==> config.mk <==
export PLATFORM = sky130hd
export DESIGN_NAME = trap_sequencer
export DESIGN_NICKNAME = d
export VERILOG_FILES = /design/src/rtl/trap_pkg.sv /design/src/rtl/trap_prio_enc.sv /design/src/rtl/trap_sequencer.sv
export SDC_FILE = /design/constraint.sdc
export NUM_CORES = 1
export LEC_CHECK = 0
export BUFFER_PORTS_ARGS = -buffer_cell sky130_fd_sc_hd__clkbuf_2
export CAP_MARGIN = 40
export CORE_MARGIN = 2
export CORE_UTILIZATION = 44
export DETAILED_ROUTE_END_ITERATION = 8
export PLACE_DENSITY = 0.89
export SYNTH_ARGS = -nofsm -noshare
export SYNTH_HDL_FRONTEND = slang
export SYNTH_SLANG_ARGS = --single-unit
==> constraint.sdc <==
create_clock -name clk -period 2.1 [get_ports clk]
set_clock_uncertainty 0.2 [all_clocks]
set_input_delay 0.105 -clock clk [delete_from_list [all_inputs] [get_ports clk]]
set_output_delay 0.105 -clock clk [all_outputs]
set_load 0.05 [all_outputs]
==> src/rtl/trap_pkg.sv <==
// Shared trap sequencer types: FSM states, request kinds, exception codes, interrupt indices.
package trap_pkg;

  typedef enum logic [1:0] {
    IDLE     = 2'd0,
    ENTER    = 2'd1,
    WAIT     = 2'd2,
    REDIRECT = 2'd3
  } state_e;

  typedef enum logic [1:0] {
    K_EXC = 2'd0,
    K_IRQ = 2'd1,
    K_RET = 2'd2
  } kind_e;

  localparam logic [4:0] ILLEGAL_INSN = 5'd2;

  localparam logic [4:0] MSI = 5'd3;
  localparam logic [4:0] MTI = 5'd7;
  localparam logic [4:0] MEI = 5'd11;

  function automatic logic [31:0] irq_cause(input logic [4:0] idx);
    return {1'b1, 26'b0, idx};
  endfunction

endpackage

==> src/rtl/trap_prio_enc.sv <==
// Interrupt index selection: MEI, then MSI, then MTI, then the lowest other pending line.
module trap_prio_enc
  import trap_pkg::*;
(
  input  logic [31:0] ip,
  output logic [4:0]  idx,
  output logic        valid
);

  always_comb begin
    idx   = 5'd0;
    valid = |ip;
    // Descending scan so the lowest ordinary line is the last one written.
    for (int i = 31; i >= 0; i--) begin
      if (ip[i] && (i != 3) && (i != 7) && (i != 11)) idx = 5'(i);
    end
    if (ip[MTI]) idx = MTI;
    if (ip[MSI]) idx = MSI;
    if (ip[MEI]) idx = MEI;
  end

endmodule

==> src/rtl/trap_sequencer.sv <==
// Trap entry / MRET sequencer: picks one request at an instruction boundary, commands the
// CSR unit, holds the pipeline for the save/restore latency, then issues one PC reload.
module trap_sequencer
  import trap_pkg::*;
#(
  parameter int LATENCY = 2
) (
  input  logic        clk,
  input  logic        rst,
  input  logic [31:0] ip,
  input  logic [1:0]  cpm,
  input  logic        mie_global,
  input  logic        illegal_address,
  input  logic        exc_req,
  input  logic [4:0]  exc_code,
  input  logic        mret_req,
  input  logic        insn_boundary,
  output logic [31:0] cause,
  output logic        exeption,
  output logic        interrupt,
  output logic        trap_return,
  output logic        stall,
  output logic        redirect
);

  state_e      state_q, state_d;
  kind_e       kind_q, kind_d;
  logic [3:0]  cnt_q, cnt_d;
  logic [31:0] cause_q, cause_d;

  logic [4:0]  irq_idx;
  logic        irq_pend;
  logic        irq_ok;

  trap_prio_enc u_prio (
    .ip    (ip),
    .idx   (irq_idx),
    .valid (irq_pend)
  );

  // Machine-mode interrupts are masked by MIE only while running in M-mode.
  assign irq_ok = irq_pend && (mie_global || (cpm != 2'b11));

  always_comb begin
    state_d     = state_q;
    kind_d      = kind_q;
    cnt_d       = cnt_q;
    cause_d     = cause_q;
    exeption    = 1'b0;
    interrupt   = 1'b0;
    trap_return = 1'b0;
    stall       = 1'b0;
    redirect    = 1'b0;

    case (state_q)
      IDLE: begin
        if (insn_boundary) begin
          if (illegal_address) begin
            cause_d = {27'b0, ILLEGAL_INSN};
            kind_d  = K_EXC;
            state_d = ENTER;
          end else if (exc_req) begin
            cause_d = {27'b0, exc_code};
            kind_d  = K_EXC;
            state_d = ENTER;
          end else if (irq_ok) begin
            cause_d = irq_cause(irq_idx);
            kind_d  = K_IRQ;
            state_d = ENTER;
          end else if (mret_req) begin
            kind_d  = K_RET;
            state_d = ENTER;
          end
        end
      end
      ENTER: begin
        stall       = 1'b1;
        exeption    = (kind_q != K_RET);
        interrupt   = (kind_q == K_IRQ);
        trap_return = (kind_q == K_RET);
        if (LATENCY <= 1) begin
          state_d = REDIRECT;
        end else begin
          cnt_d   = 4'(LATENCY - 1);
          state_d = WAIT;
        end
      end
      WAIT: begin
        stall = 1'b1;
        if (cnt_q <= 4'd1) begin
          cnt_d   = 4'd0;
          state_d = REDIRECT;
        end else begin
          cnt_d = cnt_q - 4'd1;
        end
      end
      REDIRECT: begin
        stall    = 1'b1;
        redirect = 1'b1;
        state_d  = IDLE;
      end
      default: state_d = IDLE;
    endcase
  end

  always_ff @(posedge clk) begin
    if (rst) begin
      state_q <= IDLE;
      kind_q  <= K_EXC;
      cnt_q   <= 4'd0;
      cause_q <= 32'd0;
    end else begin
      state_q <= state_d;
      kind_q  <= kind_d;
      cnt_q   <= cnt_d;
      cause_q <= cause_d;
    end
  end

  assign cause = cause_q;

endmodule

# Yosys cells after proc, flatten, opt, wreduce, memory -nomap -nowiden
# Cells that the tools add are included.
[word_totals] word_cells=80 inputBits=46 ff_bits=40 output_inout_bits=37
[classes] eq_ne=10 magnitude_cmp=1 n_mux=53 n_reduce_logical=11 n_addsub=1
[ops] cell="5-bit two-way mux" n=32
[ops] cell="32-bit two-way mux" n=3
[ops] cell="32-bit OR reduction" n=1
[ops] cell="2-bit two-way mux" n=10
[ops] cell="3-bit AND reduction" n=3
[ops] cell="2-bit != test (second input constant)" n=4
[ops] cell="2-bit case mux with 4 select lines" n=1
[ops] cell="4-bit case mux with 2 select lines" n=1
[ops] cell="2-bit == test (second input constant)" n=3
[ops] cell="1-bit two-way mux" n=5
[ops] cell="5-bit != test (second input constant)" n=1
[ops] cell="2-bit by 1-bit == test with 1-bit output (second input constant)" n=2
[ops] cell="4-bit by 1-bit less-or-equal comparator with 1-bit output (second input constant)" n=1
[ops] cell="4-bit two-way mux" n=1
[ops] cell="4-bit nonzero test" n=1
[ops] cell="4-bit by 1-bit subtractor with 4-bit output (second input constant)" n=1
[ops] cell="3-bit nonzero test" n=1
[ops] cell="3-bit OR reduction" n=1
[ops] cell="2-bit logical NOT" n=1
[ops] cell="2-bit nonzero test" n=1
[ops] cell="1-bit logical AND" n=1
[ops] cell="1-bit logical OR" n=1

# Longest topological paths before layout
# Gate-level depths: netlist of run 1.
[depth] depth_word=35 ltp_mapped=8 mapped_depth_nobuf=8

# Cells and area by module
# A second synthesis of run 1 with hierarchy kept.
[hier_totals] hier_cells=188 area_unflattened_um2=1405.1
[by_module_without_submodules] mod="trap_sequencer" n_inst=1 cells_each=121 seq_area_each_um2=280.3 area_per_inst_um2=1023.5
[by_module_without_submodules] mod="trap_prio_enc" n_inst=1 cells_each=67 seq_area_each_um2=0.0 area_per_inst_um2=381.6

# Worst setup path before layout of run 1
# No wires, ideal clock.
[synth_path] path_kind="reg-to-reg" from="reg state_q[0]" to="reg state_q[1]" synth_period_minus_slack_ns=2.039 setup_slack_ns=0.061 t_arrival_ns=1.709 required_time_ns=1.770 setup_time_ns=0.130 path_buffers=0 path_stages_with_launch=8 path_cell_list="dfxtp_1 inv_1 ha_1 inv_1 a21oi_1 a311oi_1 mux2i_1 nor2_1"
[synth_between] elab_chain_cells=3 elab_cells_between_ends=9 cone_classes="eq/ne (6); mux (1); reduce/logical (2)"
[synth_rtl] element="start: declaration" line_no="trap_sequencer.sv:26" text="state_e state_q, state_d;"
[synth_rtl] element="start signal: assignment" line_no="trap_sequencer.sv:113" text="state_q <= state_d;"
[synth_rtl] element="2-bit logical NOT or 2-bit == test (tied branches)" line_no="trap_sequencer.sv:55" text="case (state_q)"
[synth_rtl] element="5-bit != test (no source line) or 2-bit != test (tied branches)"
[synth_rtl] element="3-bit AND reduction (no source line)"
# Several ways; a longest one is shown, not always the timed one.
# A chain may end at the register's enable or synchronous reset.

# Worst setup path after layout of run 1
[layout_path] from="reg state_q[0]" to="reg state_q[0]"
# The elaborated chain is that of the path after synthesis.

==> results of run 1 <==
## cell usage after synthesis, types with 2 or more instances
cell type and number:
buf_4 26, nor2_1 21, dfxtp_1 14, inv_1 14
nor3_1 13, a21oi_1 12, nand2_1 8, o21ai_0 8
ha_1 6, nand2b_1 6, clkbuf_1 4, nand4_1 4
nor4_1 4, nor4_2 3, o31a_1 3, a211oi_1 2
a21boi_0 2, a221oi_1 2, a311oi_1 2, a31oi_1 2
mux2i_1 2, nor4_4 2, o211ai_1 2, o21ai_1 2
o21bai_1 2, o31ai_1 2, or4_1 2
## worst max path at each step
stage	end	slack, ps
floorplan	state_q[1]$_SDFFE_PP0P_	60
global placement	cause[4]$_SDFFE_PP0P_	80
finish	state_q[0]$_SDFFE_PP0P_	200
detailed placement	cause[0]$_SDFFE_PP0P_	30
global route	state_q[1]$_SDFFE_PP0P_	80
CTS	state_q[1]$_SDFFE_PP0P_	120
## critical path, cell delays in order (launching register included)
cell,delay (ps)
dfxtp_1,380
inv_1,80
ha_1,290
inv_1,150
a21oi_1,70
a311oi_2,320
nor2_1,90
a211oi_1,220
## final cells by class
class / instances / area, µm²
Tap cell: 44 / 55.05
Clock buffer: 4 / 36.28
Sequential cell: 14 / 280.3
Timing Repair Buffer: 66 / 365.4
Fill cell: 279 / 1294
Inverter: 14 / 52.55
Multi-Input combinational cell: 156 / 969.7
## state kept, by name, summed over array words and instances (netlist names)
signal and cells:
state_q 2, cnt_q 4, cause 6, kind_q 2
## per-layer routing
metal | share of wire | wire length (µm) | GRT usage | vias up
met5 | 0 | 0 | 0 | -
met4 | 0.015 | 53 | 0.06522 | 0
met3 | 0.065 | 225 | 0.03625 | 6
met2 | 0.50 | 1747 | 0.3594 | 71
met1 | 0.42 | 1450 | 0.2134 | 701
li1 | - | - | - | 775
## repair_timing
item	in CTS	in global routing
endpoints found under the setup margin	0	2
hold buffers	4	0
resized for setup	0	2
hold endpoints to repair	4	0
## cells by family (layout without fill, tap and decap cells)
group | count (synthesis) | after routing | synth area share
mux | 2 | 2 | 0.01407
compound gates | 49 | 49 | 0.2339
other cells | 1 | 26 | 0.002636
buf+inv | 45 | 84 | 0.1926
fa+ha+maj | 6 | 6 | 0.05277
flops | 14 | 14 | 0.1970
simple gates | 73 | 73 | 0.3070
## power by group
part	switching, mW	internal, mW
clock	0.0830	0.105
sequential	0.0468	0.319
combinational	0.618	0.260
total	0.748	0.684
==> out/qor.yml, run 1 <==
fp.dieH_um: 60.86
die_area_um2: 3704
startpoint: "state_q[0]$_SDFFE_PP0P_"
final_common_cell: "clkbuf_2"
hold_viol_final: 0
cellLeakagePower_nw: 0.7880
yosysWarningCount: 0
critPathLaunchType: "register"
dp_cells: 290
grt_pass1_vias: 1379
synth_top_area_cell: "dfxtp_1"
worstReg2RegEnd: "state_q[0]$_SDFFE_PP0P_"
drc_errors: 0
ys_seq_area_frac: 0.1970
synthTopCellsByArea: "dfxtp_1 (20%), buf_4 (14%), nor2_1 (5.5%)"
finalSetupTns_ps: 0
row_count: 20
rr_worst_depth: 7
power.total_mw: 1.432
avgRoutedWirePerCell_um: 11.66
placed_cell_area_um2: 1675
hold_path_class: "primary input to register"
synth_ff_type: "dfxtp_1"
r2r_slack_ps: 200
place_ws_ps: 25.48
cts-buffers-inserted: 3
die_x_um: 60.86
globalplace.congestion: 0.9152
synth_top_area_share: 0.1970
overflow: 0
synthDistinctLibCells: 47
syn2layout_area_growth_pct: 23.66
setup_slack_ps: 199.6
path_clk_slew_ps: 80
crit_fanout: 7
drive_gt1_frac: 0.2992
netlist_area_um2: 1423
grt_max_degree: 17
io_pins: 83
root_buffer: "clkbuf_4"
finalCritPeriodShare: 0.9049
r2r-start: "state_q[0]$_SDFFE_PP0P_"
track_usage: 0.1913
rsz0062_at_grt: "false"
required_ps: 2080
fin_cells: 298
insertedDiodeCount: 0
hold_end: "cause[3]$_SDFFE_PP0P_"
async_flop_share: 0
slew_violations: 0
dp.final_hpwl_um: 2808
mostFrequentLayoutCells: "clkbuf_2 (56), conb_1 (26), nor2_1 (21)"
grt_pass1_wl_um: 5499
post_cts_buffers: 0
finalNetCount: 307
cts_buffer_depth: 2
cts.sinks: 14
ant_nets: 0
totalWireLength_um: 3476
period_minus_slack_ps: 1900
peakVddDrop_mv: 0.3166
antenna_found_initial: 0
hold_start: "ip[11]"
synthCells: 190
drv_cap: 0
viasPerCell: 5.211
whs_ps: 20.66
fmax_mhz: 526.2
cts_tree: "done"
initial_utilization: 0.4660
num_vias: 1553
synth_edf_count: 0
status: "complete, no violations"
ys_ff_latch: 14
min_path_cells: 3
insertion_delay_ps: 270
powerDensity_nw_per_um2: 814.0
postSynthAreaPerCell_um2: 7.487
end_kind: "register"
critPathKind: "register to register"
core_area_um2: 3053
final_cell_area_um2: 1759
final_core_util: 0.5762
first_iter_violations: 58
h-tree-depth: 1
finalSetupViolCount: 0
drtPass1Iterations: 4
arrival_ps: 1880
port_buffers: 56
Note: power is estimated with default switching activity, not from simulation.
==> run 2, diff against run 1 <==
Settings changed: CORE_UTILIZATION 44 to 40, PLACE_DENSITY 0.89 to 0.82.
==> out/qor.yml, run 2 (synthesis gave the netlist of run 1 again) <==
finalNetCount: 311  # was 307
io_pins: 83  # unchanged
grt_pass1_vias: 1394  # was 1379
rr_worst_depth: 5  # was 7
cellLeakagePower_nw: 0.8060  # was 0.7880 nW
rsz0062_at_grt: "false"  # unchanged
end_kind: "register"  # unchanged
drive_gt1_frac: 0.2984  # was 0.2992
syn2layout_area_growth_pct: 26.21  # was 23.66%
cts-buffers-inserted: 3  # unchanged
mostFrequentLayoutCells: "clkbuf_2 (56), conb_1 (26), nor2_1 (21)"  # unchanged
die_area_um2: 4049  # was 3704 µm²
largest_register_ffs: 6  # unchanged
insertedDiodeCount: 0  # unchanged
hold_path_class: "primary input to register"  # unchanged
grt_util_met3: 0.01250  # was 0.03625
port_buffers: 56  # unchanged
root_buffer: "clkbuf_4"  # unchanged
critPathKind: "register to register"  # unchanged
grt.busiest_layer: "met2"  # unchanged
crit_chain: "inv_1 -> ha_1 -> o311a_1 -> or4b_1 -> o21ai_1"  # was inv_1 -> ha_1 -> inv_1 -> a21oi_1 -> a311oi_2 -> nor2_1 -> a211oi_1
avgRoutedWirePerCell_um: 11.35  # was 11.66 µm
whs_ps: 23.68  # was 20.66 ps
insertion_delay_ps: 280  # was 270 ps
row_count: 21  # was 20
h-tree-depth: 1  # unchanged
drtPass1Iterations: 4  # unchanged
power.total_mw: 1.441  # was 1.432 mW
peakVddDrop_mv: 0.3394  # was 0.3166 mV
drv_cap: 0  # unchanged
num_vias: 1549  # was 1553
overflow: 0  # unchanged
post_cts_buffers: 0  # unchanged
die_x_um: 63.64  # was 60.86 µm
globalplace.congestion: 0.9254  # was 0.9152
fmax_mhz: 515.3  # was 526.2 MHz
cts_tree: "done"  # unchanged
cts_buffer_depth: 2  # unchanged
antenna_found_initial: 0  # unchanged
dp.final_hpwl_um: 2838  # was 2808 µm
final_cell_area_um2: 1795  # was 1759 µm²
finalCritPeriodShare: 0.9241  # was 0.9049
met1_usage: 0.2130  # was 0.2134
period_minus_slack_ps: 1941  # was 1900 ps
initial_utilization: 0.4230  # was 0.4660
slew_violations: 0  # unchanged
crit_fanout: 10  # was 7
core_area_um2: 3363  # was 3053 µm²
powerDensity_nw_per_um2: 802.6  # was 814.0 nW/µm²
path_clk_slew_ps: 90  # was 80 ps
status: "complete, no violations"  # unchanged
placed_cell_area_um2: 1693  # was 1675 µm²
fp.dieH_um: 63.64  # was 60.86 µm
track_usage: 0.1687  # was 0.1913
viasPerCell: 5.095  # was 5.211
first_iter_violations: 42  # was 58
finalSetupTns_ps: 0  # unchanged
final_core_util: 0.5339  # was 0.5762
grt_max_degree: 17  # unchanged
min_path_cells: 5  # was 3
critPathLaunchType: "register"  # unchanged
grt_pass1_wl_um: 5678  # was 5499 µm
cts.sinks: 14  # unchanged
crit_slowest_cell: "or4b_1"  # was dfxtp_1
arrival_ps: 1950  # was 1880 ps
totalWireLength_um: 3449  # was 3476 µm
gr-usage-met2: 0.3039  # was 0.3594
ant_nets: 0  # unchanged
cpPeakStageDelay_ps: 460  # was 380 ps
finalSetupViolCount: 0  # unchanged
hold_viol_final: 0  # unchanged
drc_errors: 0  # unchanged
required_ps: 2110  # was 2080 ps
final_common_cell: "clkbuf_2"  # unchanged
[run 2: changes by cell type in the layout (fill, tap and decap cells not counted), sizes merged]
| cell | delta |
|---|---|
| buf | +2 |
| dlygate4sd3 | +2 |
[run 2: layer usage]
layer	part of all wire	up-vias
li1	-	781
met1	0.43	702
met2	0.49	62
met3	0.061	4
met4	0.0099	0
met5	0	-
[run 2: layout make-up]
class	instances	area, µm²
Multi-Input combinational cell	156	968.4
Clock buffer	4	36.28
Tap cell	46	57.56
Sequential cell	14	280.3
Inverter	14	52.55
Timing Repair Buffer	70	400.4
Fill cell	360	1568
[run 2: worst paths after layout]
path	startpoint	endpoint	slack, ps
max reg2reg	state_q[1]$_SDFFE_PP0P_	cause[4]$_SDFFE_PP0P_	160
min	exc_code[2]	cause[2]$_SDFFE_PP0P_	20
max	state_q[1]$_SDFFE_PP0P_	cause[4]$_SDFFE_PP0P_	160
min reg2reg	cause[4]$_SDFFE_PP0P_	cause[4]$_SDFFE_PP0P_	290
[run 2: power breakdown]
group          internal, mW  switching, mW
Combinational         0.273          0.613
Clock                 0.105         0.0897
Sequential            0.319         0.0412
Total                 0.697          0.744
[run 2: stage by stage]
| stage | worst slack [ps] | instances |
|---|---|---|
| 4_1_cts | 138.6 | 304 |
| 2_1_floorplan | 60.64 | 215 |
| 3_3_place_gp | 78.54 | 294 |
| 6_report | 159.4 | 304 |
| 5_1_grt | 4.751 | 304 |
| 3_5_place_dp | 20.10 | 294 |
[run 2: worst max-delay path: cells and delay by family, from the launching register on]
kind | cells | cell delay [ps]
compound gates | 2 | 490
simple gates | 1 | 460
flops | 1 | 350
fa+ha+maj | 1 | 280
buf+inv | 1 | 90
[run 2: repair_timing]
action,in CTS,in global routing
gates resized for setup,0,1
hold endpoints to repair,5,0
hold buffers,6,0
endpoints found under the setup margin,0,2
